==> src/rtl/gf_mulred_seq_if.sv <==
// gf_mulred_seq_if: request/response and shared-unit signals of gf_mulred_seq
interface gf_mulred_seq_if #(
    parameter int DATA_WIDTH = 32
);
    localparam int WW = $clog2(DATA_WIDTH) + 1;
    logic                    req_valid;
    logic                    req_ready;
    logic [DATA_WIDTH-1:0]   req_a;
    logic [DATA_WIDTH-1:0]   req_b;
    logic [WW-1:0]           req_width;
    logic                    rsp_valid;
    logic                    rsp_ready;
    logic [DATA_WIDTH-1:0]   rsp_result;
    logic                    rsp_error;
    logic                    op_enable;
    logic                    op_finish;
    logic                    sum_funct;
    logic                    exp_funct;
    logic                    red_funct;
    logic                    carry_option;
    logic [WW-1:0]           in_width;
    logic [DATA_WIDTH-1:0]   in_a;
    logic [DATA_WIDTH-1:0]   in_b;
    logic [DATA_WIDTH:0]     polyn_red_in;
    logic [2*DATA_WIDTH-1:0] reduc_in;
    logic [2*DATA_WIDTH-1:0] out_mult;
    logic [DATA_WIDTH-1:0]   out_poly;
    modport master (
        output req_valid, req_a, req_b, req_width, rsp_ready, op_finish, out_mult, out_poly,
        input  req_ready, rsp_valid, rsp_result, rsp_error, op_enable, sum_funct, exp_funct,
               red_funct, carry_option, in_width, in_a, in_b, polyn_red_in, reduc_in
    );
    modport slave (
        input  req_valid, req_a, req_b, req_width, rsp_ready, op_finish, out_mult, out_poly,
        output req_ready, rsp_valid, rsp_result, rsp_error, op_enable, sum_funct, exp_funct,
               red_funct, carry_option, in_width, in_a, in_b, polyn_red_in, reduc_in
    );
endinterface

==> src/rtl/gf_mulred_seq.sv <==
// gf_mulred_seq: GF(2^m) multiply sequenced as carry-less multiply then reduction on a shared unit
module gf_mulred_seq #(
    parameter int DATA_WIDTH = 32,
    parameter int MAX_GF     = 16,
    parameter int TIMEOUT    = 256
) (
    input logic            clk,
    input logic            rst_n,
    gf_mulred_seq_if.slave bus
);
    localparam int WW = $clog2(DATA_WIDTH) + 1;
    localparam int CW = $clog2(TIMEOUT + 1);
    typedef enum logic [2:0] {IDLE, MUL, GAP, RED, DONE} state_t;
    state_t                  state, state_nx;
    logic [DATA_WIDTH-1:0]   a_q, b_q, res_q;
    logic [WW-1:0]           m_q;
    logic [2*DATA_WIDTH-1:0] prod_q;
    logic                    err_q;
    logic [CW-1:0]           wd_q;
    logic                    req_ok, wd_exp, busy;

    function automatic logic [DATA_WIDTH-1:0] mask_of(input logic [WW-1:0] m);
        return (DATA_WIDTH'(1) << m) - DATA_WIDTH'(1);
    endfunction

    function automatic logic [16:0] irr_poly(input logic [WW-1:0] m);
        case (int'(m))
            2:       return 17'd7;
            3:       return 17'd11;
            4:       return 17'd19;
            5:       return 17'd37;
            6:       return 17'd67;
            7:       return 17'd137;
            8:       return 17'd285;
            9:       return 17'd529;
            10:      return 17'd1033;
            11:      return 17'd2053;
            12:      return 17'd4179;
            13:      return 17'd8219;
            14:      return 17'd17475;
            15:      return 17'd32771;
            16:      return 17'd69643;
            default: return 17'd0;
        endcase
    endfunction

    assign req_ok = bus.req_width >= WW'(2) && int'(bus.req_width) <= MAX_GF;
    assign wd_exp = wd_q == CW'(TIMEOUT - 1);
    assign busy   = state == MUL || state == RED;

    // next state and Moore outputs; the shared unit sees zeros whenever op_enable is low
    always_comb begin
        state_nx         = state;
        bus.req_ready    = 1'b0;
        bus.rsp_valid    = 1'b0;
        bus.rsp_result   = '0;
        bus.rsp_error    = 1'b0;
        bus.op_enable    = 1'b0;
        bus.sum_funct    = 1'b0;
        bus.exp_funct    = 1'b0;
        bus.red_funct    = 1'b0;
        bus.carry_option = 1'b0;
        bus.in_width     = '0;
        bus.in_a         = '0;
        bus.in_b         = '0;
        bus.polyn_red_in = '0;
        bus.reduc_in     = '0;
        case (state)
            IDLE: begin
                bus.req_ready = 1'b1;
                state_nx      = bus.req_valid ? (req_ok ? MUL : DONE) : IDLE;
            end
            MUL: begin
                bus.op_enable = 1'b1;
                bus.in_width  = m_q;
                bus.in_a      = a_q;
                bus.in_b      = b_q;
                state_nx      = bus.op_finish ? GAP : (wd_exp ? DONE : MUL);
            end
            GAP: state_nx = RED;
            RED: begin
                bus.op_enable    = 1'b1;
                bus.red_funct    = 1'b1;
                bus.in_width     = m_q;
                bus.polyn_red_in = (DATA_WIDTH + 1)'(irr_poly(m_q));
                bus.reduc_in     = prod_q;
                state_nx         = (bus.op_finish || wd_exp) ? DONE : RED;
            end
            DONE: begin
                bus.rsp_valid  = 1'b1;
                bus.rsp_result = res_q;
                bus.rsp_error  = err_q;
                state_nx       = bus.rsp_ready ? IDLE : DONE;
            end
            default: state_nx = IDLE;
        endcase
    end

    // state, captured operands, product/result registers and per-phase watchdog
    always_ff @(posedge clk) begin
        if (!rst_n) begin
            state  <= IDLE;
            a_q    <= '0;
            b_q    <= '0;
            m_q    <= '0;
            prod_q <= '0;
            res_q  <= '0;
            err_q  <= 1'b0;
            wd_q   <= '0;
        end else begin
            state <= state_nx;
            wd_q  <= (busy && state_nx == state) ? wd_q + CW'(1) : '0;
            if (state == IDLE && bus.req_valid) begin
                a_q   <= bus.req_a & mask_of(bus.req_width);
                b_q   <= bus.req_b & mask_of(bus.req_width);
                m_q   <= bus.req_width;
                res_q <= '0;
                err_q <= !req_ok;
            end
            if (state == MUL && bus.op_finish) prod_q <= bus.out_mult;
            if (state == RED && bus.op_finish) begin
                res_q <= bus.out_poly & mask_of(m_q);
                err_q <= 1'b0;
            end else if (busy && !bus.op_finish && wd_exp) begin
                res_q <= '0;
                err_q <= 1'b1;
            end
        end
    end
endmodule
==> src/flat_wrapper.sv <==
// flat-port wrapper written by rule: the top's interface ports become plain ports
module gf_mulred_seq_flat 
#(
    parameter int DATA_WIDTH = 32,
    parameter int MAX_GF     = 16,
    parameter int TIMEOUT    = 256
)
  (clk, rst_n, bus_req_valid, bus_req_a, bus_req_b, bus_req_width, bus_rsp_ready, bus_op_finish, bus_out_mult, bus_out_poly, bus_req_ready, bus_rsp_valid, bus_rsp_result, bus_rsp_error, bus_op_enable, bus_sum_funct, bus_exp_funct, bus_red_funct, bus_carry_option, bus_in_width, bus_in_a, bus_in_b, bus_polyn_red_in, bus_reduc_in);
  gf_mulred_seq_if #(.DATA_WIDTH(DATA_WIDTH)) bus_i ();
  input logic clk;
  input logic rst_n;
  input wire logic [$bits(bus_i.req_valid)-1:0] bus_req_valid;
  input wire logic [$bits(bus_i.req_a)-1:0] bus_req_a;
  input wire logic [$bits(bus_i.req_b)-1:0] bus_req_b;
  input wire logic [$bits(bus_i.req_width)-1:0] bus_req_width;
  input wire logic [$bits(bus_i.rsp_ready)-1:0] bus_rsp_ready;
  input wire logic [$bits(bus_i.op_finish)-1:0] bus_op_finish;
  input wire logic [$bits(bus_i.out_mult)-1:0] bus_out_mult;
  input wire logic [$bits(bus_i.out_poly)-1:0] bus_out_poly;
  output wire logic [$bits(bus_i.req_ready)-1:0] bus_req_ready;
  output wire logic [$bits(bus_i.rsp_valid)-1:0] bus_rsp_valid;
  output wire logic [$bits(bus_i.rsp_result)-1:0] bus_rsp_result;
  output wire logic [$bits(bus_i.rsp_error)-1:0] bus_rsp_error;
  output wire logic [$bits(bus_i.op_enable)-1:0] bus_op_enable;
  output wire logic [$bits(bus_i.sum_funct)-1:0] bus_sum_funct;
  output wire logic [$bits(bus_i.exp_funct)-1:0] bus_exp_funct;
  output wire logic [$bits(bus_i.red_funct)-1:0] bus_red_funct;
  output wire logic [$bits(bus_i.carry_option)-1:0] bus_carry_option;
  output wire logic [$bits(bus_i.in_width)-1:0] bus_in_width;
  output wire logic [$bits(bus_i.in_a)-1:0] bus_in_a;
  output wire logic [$bits(bus_i.in_b)-1:0] bus_in_b;
  output wire logic [$bits(bus_i.polyn_red_in)-1:0] bus_polyn_red_in;
  output wire logic [$bits(bus_i.reduc_in)-1:0] bus_reduc_in;
  assign bus_i.req_valid = bus_req_valid;
  assign bus_i.req_a = bus_req_a;
  assign bus_i.req_b = bus_req_b;
  assign bus_i.req_width = bus_req_width;
  assign bus_i.rsp_ready = bus_rsp_ready;
  assign bus_i.op_finish = bus_op_finish;
  assign bus_i.out_mult = bus_out_mult;
  assign bus_i.out_poly = bus_out_poly;
  assign bus_req_ready = bus_i.req_ready;
  assign bus_rsp_valid = bus_i.rsp_valid;
  assign bus_rsp_result = bus_i.rsp_result;
  assign bus_rsp_error = bus_i.rsp_error;
  assign bus_op_enable = bus_i.op_enable;
  assign bus_sum_funct = bus_i.sum_funct;
  assign bus_exp_funct = bus_i.exp_funct;
  assign bus_red_funct = bus_i.red_funct;
  assign bus_carry_option = bus_i.carry_option;
  assign bus_in_width = bus_i.in_width;
  assign bus_in_a = bus_i.in_a;
  assign bus_in_b = bus_i.in_b;
  assign bus_polyn_red_in = bus_i.polyn_red_in;
  assign bus_reduc_in = bus_i.reduc_in;
  gf_mulred_seq #(.DATA_WIDTH(DATA_WIDTH), .MAX_GF(MAX_GF), .TIMEOUT(TIMEOUT)) u_core (.clk(clk), .rst_n(rst_n), .bus(bus_i));
endmodule
==> config.mk <==
export PLATFORM = sky130hd
export DESIGN_NAME = gf_mulred_seq_flat
export DESIGN_NICKNAME = d
export VERILOG_FILES = /design/src/rtl/gf_mulred_seq_if.sv /design/src/rtl/gf_mulred_seq.sv /design/src/flat_wrapper.sv
export SDC_FILE = /design/constraint.sdc
export NUM_CORES = 1
export LEC_CHECK = 0
export ABC_CLOCK_PERIOD_IN_PS = 3000
export CORE_AREA = 4 4 156 158
export DETAILED_ROUTE_END_ITERATION = 10
export DIE_AREA = 0 0 160 162
export HOLD_SLACK_MARGIN = 0.12
export PLACE_DENSITY = 0.88
export SKIP_LAST_GASP = 1
export SLEW_MARGIN = 20
export SYNTH_ARGS = -nofsm -noshare
export SYNTH_HDL_FRONTEND = slang
export SYNTH_SLANG_ARGS = --single-unit
export TNS_END_PERCENT = 100
==> constraint.sdc <==
create_clock -name clk -period 3 [get_ports clk]
set_input_delay 0.3 -clock clk [delete_from_list [all_inputs] [get_ports clk]]
set_output_delay 0.3 -clock clk [all_outputs]
set_load 0.005 [all_outputs]
==> metrics.cfg, run 1 <==
[clocking]
clock_sinks=196
post_cts_buffers=0
htreeDepth=4
cts_tree=built
ctsHoldBuffers=0
cts_resized=0
insertion_delay_ps=430
cts_made_buffers=17
cts-root-buf=clkbuf_16
clk_pin_slew_worst_paths_ps=80
clockBufferDepth=2

[synth]
synth-seq-cells=196
synth_ff_type=dfxtp_1
postSynth.asyncResetShare_pct=0
yosysUniqueCellTypes=78
avgSynthCellArea_um2=7.81
synthCells=1307
synth_top_area_share_pct=38.5
synth-edff-count=0
synth_area_um2=10200
yosysTopAreaCell=dfxtp_1
synthTopCellsByArea=dfxtp_1 38%, nand2_1 7.8%, and3_1 6.4%
yosysWarningCount=0
synth-seq-area-share_pct=38.5

[worst_setup_path]
worstPathRequired_ps=2700
cpLargestDelayFamily=buffers and inverters
path_buf_inv=2
critical_path.max_stage_delay_ps=520
cp_data_arrival_time_ps=2410
worstSetupPathType=flop to output pin
cp_slowest_cell=buf_4
worstPathCellList=nor2b_4, buf_4, and3_1, clkdlybuf4s50_1
cp-end-kind=output pin
path_max_fanout=73
startpoint_type=flop

[finish]
final_cell_mix=358 x clkdlybuf4s50_1, 211 x nand2_1, 195 x dfxtp_1
multi_input_area_um2=5600
nFillCells=1975
num-nets-final=1775
instances_no_fill=1899
syn_to_final_growth_pct=41.6
diodes=0
final_common_cell=clkdlybuf4s50_1
regArea_um2=3930
drive_above_1_share_pct=6.15

[sta]
min_period_ps=2710
relSlewSlack_pct=46.0
worstMarginPinSlew_ps=809
fmax_mhz=369
setup_tns_ps=0
setup_violations=0
fin_skew_ps=13.7
finalHoldViolCount=0
rsz0062_at_grt=no
post-route-period-util_pct=90.4
drv_slew=0

[die]
die-area_um2=25900
io_pins=378
die_w_um=160
core_area_um2=23100
start_util_pct=44.1
rows=56
die_h_um=162

[routing]
drt-total-wl_um=35600
wl_per_cell_um=18.7
dr_wl_met2_um=16900
top_layer_used=met5
drtIter0Drc=811
dr_wl_met3_um=3350
routed_via_density=5.61
route.layer.met1.wl_um=14200
drc=0
firstDrtPassIters=5
num_vias=10700
ant_nets=0

[placement]
place.detailed.hpwl_um=25500
gp_congestion=0.885
placedCellCount=1867
port_buffers=358

[grt]
grt_usage_pct=26.0
overflow=0
grt_pass1_vias=10400
grt_start_max_net_pins=117
grt_antenna_before_repair=1
grt_pass1_wl_um=55300

[power]
p_leak_nw=5.58
ir_drop_uv=359
power_density_nw_per_um2=423

[status]
status=complete, no violations

[flow_run]
cap_violations=0

[min_path]
hold_path_class=input port to flop

per-layer routing:
metal,vias up,global-route usage (%)
li1,5083,-
met1,4944,31.2
met2,550,44.1
met3,73,8.07
met4,2,9.74
met5,-,0
synthesized netlist by cell type (3+ instances only):
master	instances
a32o_1	21
xor2_1	13
nor3b_1	5
nand3b_1	9
or3_1	8
nor4_1	9
xnor2_1	4
mux2_2	4
nand4b_1	5
a22oi_1	10
o21ai_0	48
mux2i_1	9
buf_4	22
a211oi_1	4
o31a_1	5
a21oi_1	125
a31oi_1	3
dfxtp_1	196
inv_1	17
and2_1	96
o221ai_1	3
a211o_1	5
buf_6	4
nor2b_1	10
nand3_1	56
and4_1	3
nand2b_1	8
and3_1	104
nor4b_1	4
nor2_1	49
o2111ai_1	3
clkbuf_1	76
nand2_1	212
nand4_1	11
o211ai_1	4
or2_2	4
o31ai_1	9
nor3_1	13
o21a_1	9
ha_1	8
o22ai_1	3
a21o_1	6
buf_2	42
or4_1	3
kinds of logic after synthesis:
group / synth area share [%]
adders and majority gates: 0.981
and+or+nand+nor: 32.4
muxes: 1.43
xor gates and xnor gates: 1.46
other: 0.0368
buffers and inverters: 7.63
AOI/OAI and AO/OA: 17.6
DFF: 38.5
worst min-delay path, cell delays in order:
cell	delay, ps
clkdlybuf4s50_1	390
nand2_1	60
a21oi_1	50
stage by stage:
| stage | utilization (%) | hold slack (ps) | power, mW | cell area [µm²] | worst slack (ps) |
|---|---|---|---|---|---|
| after floorplan | - | 417 | 3.42 | 10300 | 484 |
| after global placement | 60.0 | 427 | 3.84 | 13900 | 104 |
| after detailed placement | 60.0 | 434 | 3.86 | 13900 | 33.4 |
| after CTS | 62.5 | 390 | 6.15 | 14500 | 265 |
| after global routing | 62.5 | 395 | 6.36 | 14500 | 176 |
| final | 62.5 | 409 | 6.11 | 14500 | 287 |
layout make-up:
class                           count  area share, %
Tap cell                          290           2.51
Inverter                           17          0.459
Clock buffer                       18           3.04
Multi-Input combinational cell    966           38.7
Clock inverter                     14          0.961
Timing Repair Buffer              398           27.1
Sequential cell                   196           27.2
power by group:
| group | switching (mW) | internal (mW) | total, mW |
|---|---|---|---|
| Sequential | 0.0509 | 2.69 | 2.75 |
| Clock | 1.15 | 1.13 | 2.28 |
| Combinational | 0.603 | 0.478 | 1.08 |
| Total | 1.81 | 4.30 | 6.11 |
sequential cells by signal, indices dropped and copies added, names as in the netlist, named ones only:
signal	flops
u_core.res_q	32
u_core.prod_q	64
u_core.wd_q	9
u_core.err_q	1
u_core.a_q	32
u_core.state	3
u_core.b_q	32
u_core.m_q	6
worst paths after layout:
check	startpoint	endpoint	depth (start not counted)	slack (ps)
setup / recovery	u_core.state[2]	bus_reduc_in[9]	4	290
hold reg to reg	u_core.b_q[9]	u_core.b_q[9]	2	450
hold / removal	bus_out_mult[19]	u_core.prod_q[19]	3	410
setup reg to reg	u_core.m_q[5]	u_core.res_q[24]	7	390
(Power assumes the default switching activity.)
==> run 2: changes to the inputs <==
- CORE_AREA: 4 4 156 158 -> 2 2 154 156
- DIE_AREA: 0 0 160 162 -> 0 0 156 158
- REMOVE_ABC_BUFFERS: not set -> 1
==> run 2 against run 1 <==
Total power down 0.36%; critical path type unchanged; sequential power about the same; worst setup slack lost 31 ps; maximum frequency down 1.1%; non-clock buffer count rose by 4; sequential cell count unchanged; final cell count is 0.16% higher; register-to-register slack lost 60 ps; routed wire length shrank 5.4%; final area grew 0.19%.
==> metrics.cfg, run 2 (synthesis results as in run 1) <==
[min_path]
hold_path_class=input port to flop

[worst_setup_path]
path_buf_inv=1
critical_path.max_stage_delay_ps=560
cp-end-kind=output pin
cp_data_arrival_time_ps=2440
worstPathCellList=nor2b_4, and2_1, and2b_1, and2_1, clkdlybuf4s50_1
cp_slowest_cell=clkdlybuf4s50_1
worstSetupPathType=flop to output pin
startpoint_type=flop
worstPathRequired_ps=2700
cpLargestDelayFamily=simple AND/OR/NAND/NOR gates
path_max_fanout=17
path_common_cell=and2_1

[power]
ir_drop_uv=349
p_leak_nw=5.58
power_density_nw_per_um2=421
finalPower_mw=6.09

[finish]
syn_to_final_growth_pct=41.9
instances_no_fill=1902
largest_reg_flops=64
num-nets-final=1779
drive_above_1_share_pct=6.39
final_common_cell=clkdlybuf4s50_1
final_cell_mix=358 x clkdlybuf4s50_1, 211 x nand2_1, 193 x dfxtp_1
nFillCells=1916
top_register=u_core.prod_q

[clocking]
cts-root-buf=clkbuf_16
cts_tree=built
post_cts_buffers=0
htreeDepth=4
clock_sinks=196
clk_pin_slew_worst_paths_ps=80
ctsHoldBuffers=0
cts_made_buffers=17
clockBufferDepth=2
insertion_delay_ps=440

[routing]
drt-total-wl_um=33600
firstDrtPassIters=5
drtIter0Drc=1046
routed_via_density=5.64
wl_per_cell_um=17.7
ant_nets=0
drc=0
num_vias=10700

[sta]
finalHoldViolCount=0
relSlewSlack_pct=52.6
setup_violations=0
min_period_ps=2740
drv_slew=0
post-route-period-util_pct=91.5
postLayoutSetupSlackWorst_ps=256
fin_hold_ws_ps=406
worstMarginPinSlew_ps=701
fin_skew_ps=15.0
rsz0062_at_grt=no
fmax_mhz=364

[die]
die-area_um2=24600
core_area_um2=23100
start_util_pct=44.3
die_h_um=158
die_w_um=156
io_pins=378
rows=56

[grt]
overflow=0
grt_antenna_before_repair=1
grt_pass1_vias=10000
grt_pass1_wl_um=52100
grt_usage_pct=26.3
grt_start_max_net_pins=74

[placement]
pre_cts_slack_ps=-12.2
place.detailed.hpwl_um=24000
gp_congestion=0.905
port_buffers=358
placedCellCount=1871

[flow_run]
cap_violations=0

[status]
status=complete, no violations

run 2: cell types whose count changed in the layout (fill, tap and decap cells not counted):
cell	change
diode_2	+1
clkinv_8	-2
clkbuf_8	-1
dfxtp_1	-2
clkinvlp_4	+2
bufinv_16	+1
buf_6	+1
dfxtp_2	+2
buf_4	+3
clkinv_2	-2
run 2: cell type report:
cell class	instances	area (µm²)	share of cell area (%)
antenna	1	2.50	0.0173
clock buffer	17	425	2.94
clock inverter	13	141	0.977
inverter	17	66.3	0.458
multi-input combinational	966	5600	38.7
sequential	196	3930	27.1
tap	290	363	2.51
timing repair buffer	402	3960	27.3
run 2: final timing paths:
kind | slack (ps) | start | endpoint | depth (start not counted)
max | 260 | u_core.state[0] | bus_polyn_red_in[11] | 5
min | 410 | bus_out_mult[51] | u_core.prod_q[51] | 3
max reg2reg | 330 | u_core.m_q[5] | u_core.res_q[24] | 7
min reg2reg | 450 | u_core.a_q[31] | u_core.a_q[31] | 2
run 2: timing repair:
action	CTS	global route
pin swaps	0	0
gates resized for setup	1	1
endpoints found under the setup margin	2	18
run 2: tightest hold or removal path: stages:
cell and delay [ps]:
clkdlybuf4s50_1 390, nand2_1 60, a21oi_1 50
run 2: where the power goes:
part	total [mW]	switching, mW	internal [mW]
Sequential	2.76	0.0616	2.70
Clock	2.27	1.10	1.17
Combinational	1.06	0.578	0.483
Total	6.09	1.74	4.35
run 2: per-stage QoR:
stage,utilization (%),instance area [µm²],setup TNS (ps)
after floorplan,-,9560,-299100
after global placement,60.3,13900,0
after detailed placement,60.3,13900,-12.2
after CTS,62.8,14500,0
after global routing,62.8,14500,0
final,62.8,14500,0
run 2: layer usage:
layer  up-vias  share of wire [%]  GRT usage (%)
met1      4949                 40           32.0
met5         -                  0              0
met2       563                 47           44.7
li1       5110                  -              -
met4         0                3.2           9.52
met3        96                9.6           7.25
==> run 3: changes to the inputs <==
- HOLD_SLACK_MARGIN: 0.12 -> 0.03
- MAX_ROUTING_LAYER: not set -> met4
==> run 3 against run 2 <==
Sequential share of layout area about the same; routed wire length up 0.85%; critical path depth up 2; largest cell class unchanged; largest power group unchanged; highest routed layer unchanged.
==> metrics.cfg, run 3 (synthesis results as in run 1) <==
[finish]
syn_to_final_growth_pct=42.1
final_common_cell=clkdlybuf4s50_1
top_register=u_core.prod_q
final_cell_mix=358 x clkdlybuf4s50_1, 211 x nand2_1, 194 x dfxtp_1
stdcell_area_um2=14500
largest_reg_flops=64
num-nets-final=1780
drive_above_1_share_pct=6.44
instances_no_fill=1906

[placement]
gp_congestion=0.922
postPlaceCellArea_um2=13900
port_buffers=358
placedCellCount=1872
place.detailed.hpwl_um=24100

[min_path]
hold_end=u_core.prod_q[40]
holdCritStartpoint=bus_out_mult[40]
hold_path_class=input port to flop
whs_path_depth=3

[worst_setup_path]
reg2regPathDepth=7
reg2reg_to=u_core.res_q[28]
path_max_fanout=9
worstSetupPathType=flop to flop
cp_slowest_cell=or4_1
worstReg2RegStart=u_core.m_q[5]
cp-end-kind=flop
startpoint_type=flop
worstPathCellList=or4_1, or3_1, ha_1, nor4_1, o21ai_0, a22oi_1, a32o_1
worstPathRequired_ps=3370
cp_data_arrival_time_ps=3110
critical_path.max_stage_delay_ps=610
rrSetupSlack_ps=260

[clocking]
cts_tree=built
htreeDepth=4
clock_sinks=196
clk_pin_slew_worst_paths_ps=80
clockBufferDepth=2
post_cts_buffers=0
cts-root-buf=clkbuf_16
insertion_delay_ps=430
cts_made_buffers=17
ctsHoldBuffers=0
cts_resized=0

[sta]
finalHoldViolCount=0
post-route-period-util_pct=91.4
fin_skew_ps=10.6
min_period_ps=2740
worstMarginPinSlew_ps=805
setup_violations=0
fmax_mhz=365
relSlewSlack_pct=45.9
rsz0062_at_grt=no
drv_slew=0
fin_hold_ws_ps=411
setup_tns_ps=0

[die]
start_util_pct=44.3
die-area_um2=24600
die_w_um=156
io_pins=378
die_h_um=158
rows=56
core_area_um2=23100

[grt]
grt_start_max_net_pins=74
grt_pass1_vias=10200
grt_usage_pct=27.4
grt_pass1_wl_um=52500
overflow=0
grt_antenna_before_repair=2

[routing]
num_vias=10700
drc=0
firstDrtPassIters=6
drt-total-wl_um=33900
wl_per_cell_um=17.8
routed_via_density=5.63
ant_nets=0
drtIter0Drc=1045

[power]
p_leak_nw=5.59
finalPower_mw=6.11
power_density_nw_per_um2=422
ir_drop_uv=344

[flow_run]
cap_violations=0

[status]
status=complete, no violations

==> run 3: layout make-up <==
cell class              instances  area [µm²]
fillers                      1945        8560
inverters                      17        66.3
clock inverters                13         138
repair buffers                403        3960
flip-flops and latches        196        3930
well taps                     290         363
multi-input cells             966        5600
clock buffers                  19         443
diodes                          2        5.00
==> run 3: layer usage <==
metal / up-vias / GRT usage, % / share of wire (%)
met3: 87 / 6.87 / 8.6
met5: - / - / 0
met1: 4970 / 32.5 / 40
met2: 574 / 44.1 / 48
met4: 0 / 12.2 / 3.5
li1: 5103 / - / -
==> run 3: per-stage QoR <==
step                      utilization [%]  worst slack (ps)
final                                62.9               258
after floorplan                         -             -2450
after CTS                            62.9               291
after global routing                 62.9               104
after detailed placement             60.3             -25.6
after global placement               60.3              55.6
==> run 3: worst max-delay path by stage <==
stage                          to  slack (ps)  cells after the start             start
2_1_floorplan    u_core.prod_q[0]       -2450                      4   u_core.state[1]
3_3_place_gp       u_core.b_q[24]          60                      8  bus_req_width[2]
3_5_place_dp       u_core.b_q[24]         -30                      8  bus_req_width[2]
4_1_cts        bus_rsp_result[22]         290                      5   u_core.state[1]
5_1_grt          u_core.res_q[28]         100                      9     u_core.m_q[3]
6_report         u_core.res_q[28]         260                      7     u_core.m_q[5]
==> run 3: worst max-delay path: cells and delay by family (launching register included) <==
family | cells | cell delay, ps
compound gates | 3 | 580
fa+ha+maj | 1 | 320
flops | 1 | 330
simple gates | 3 | 1450
==> run 3: where the power goes <==
group	total (mW)	switching (mW)	internal, mW
Combinational	1.07	0.589	0.484
Clock	2.29	1.09	1.20
Sequential	2.75	0.0528	2.70
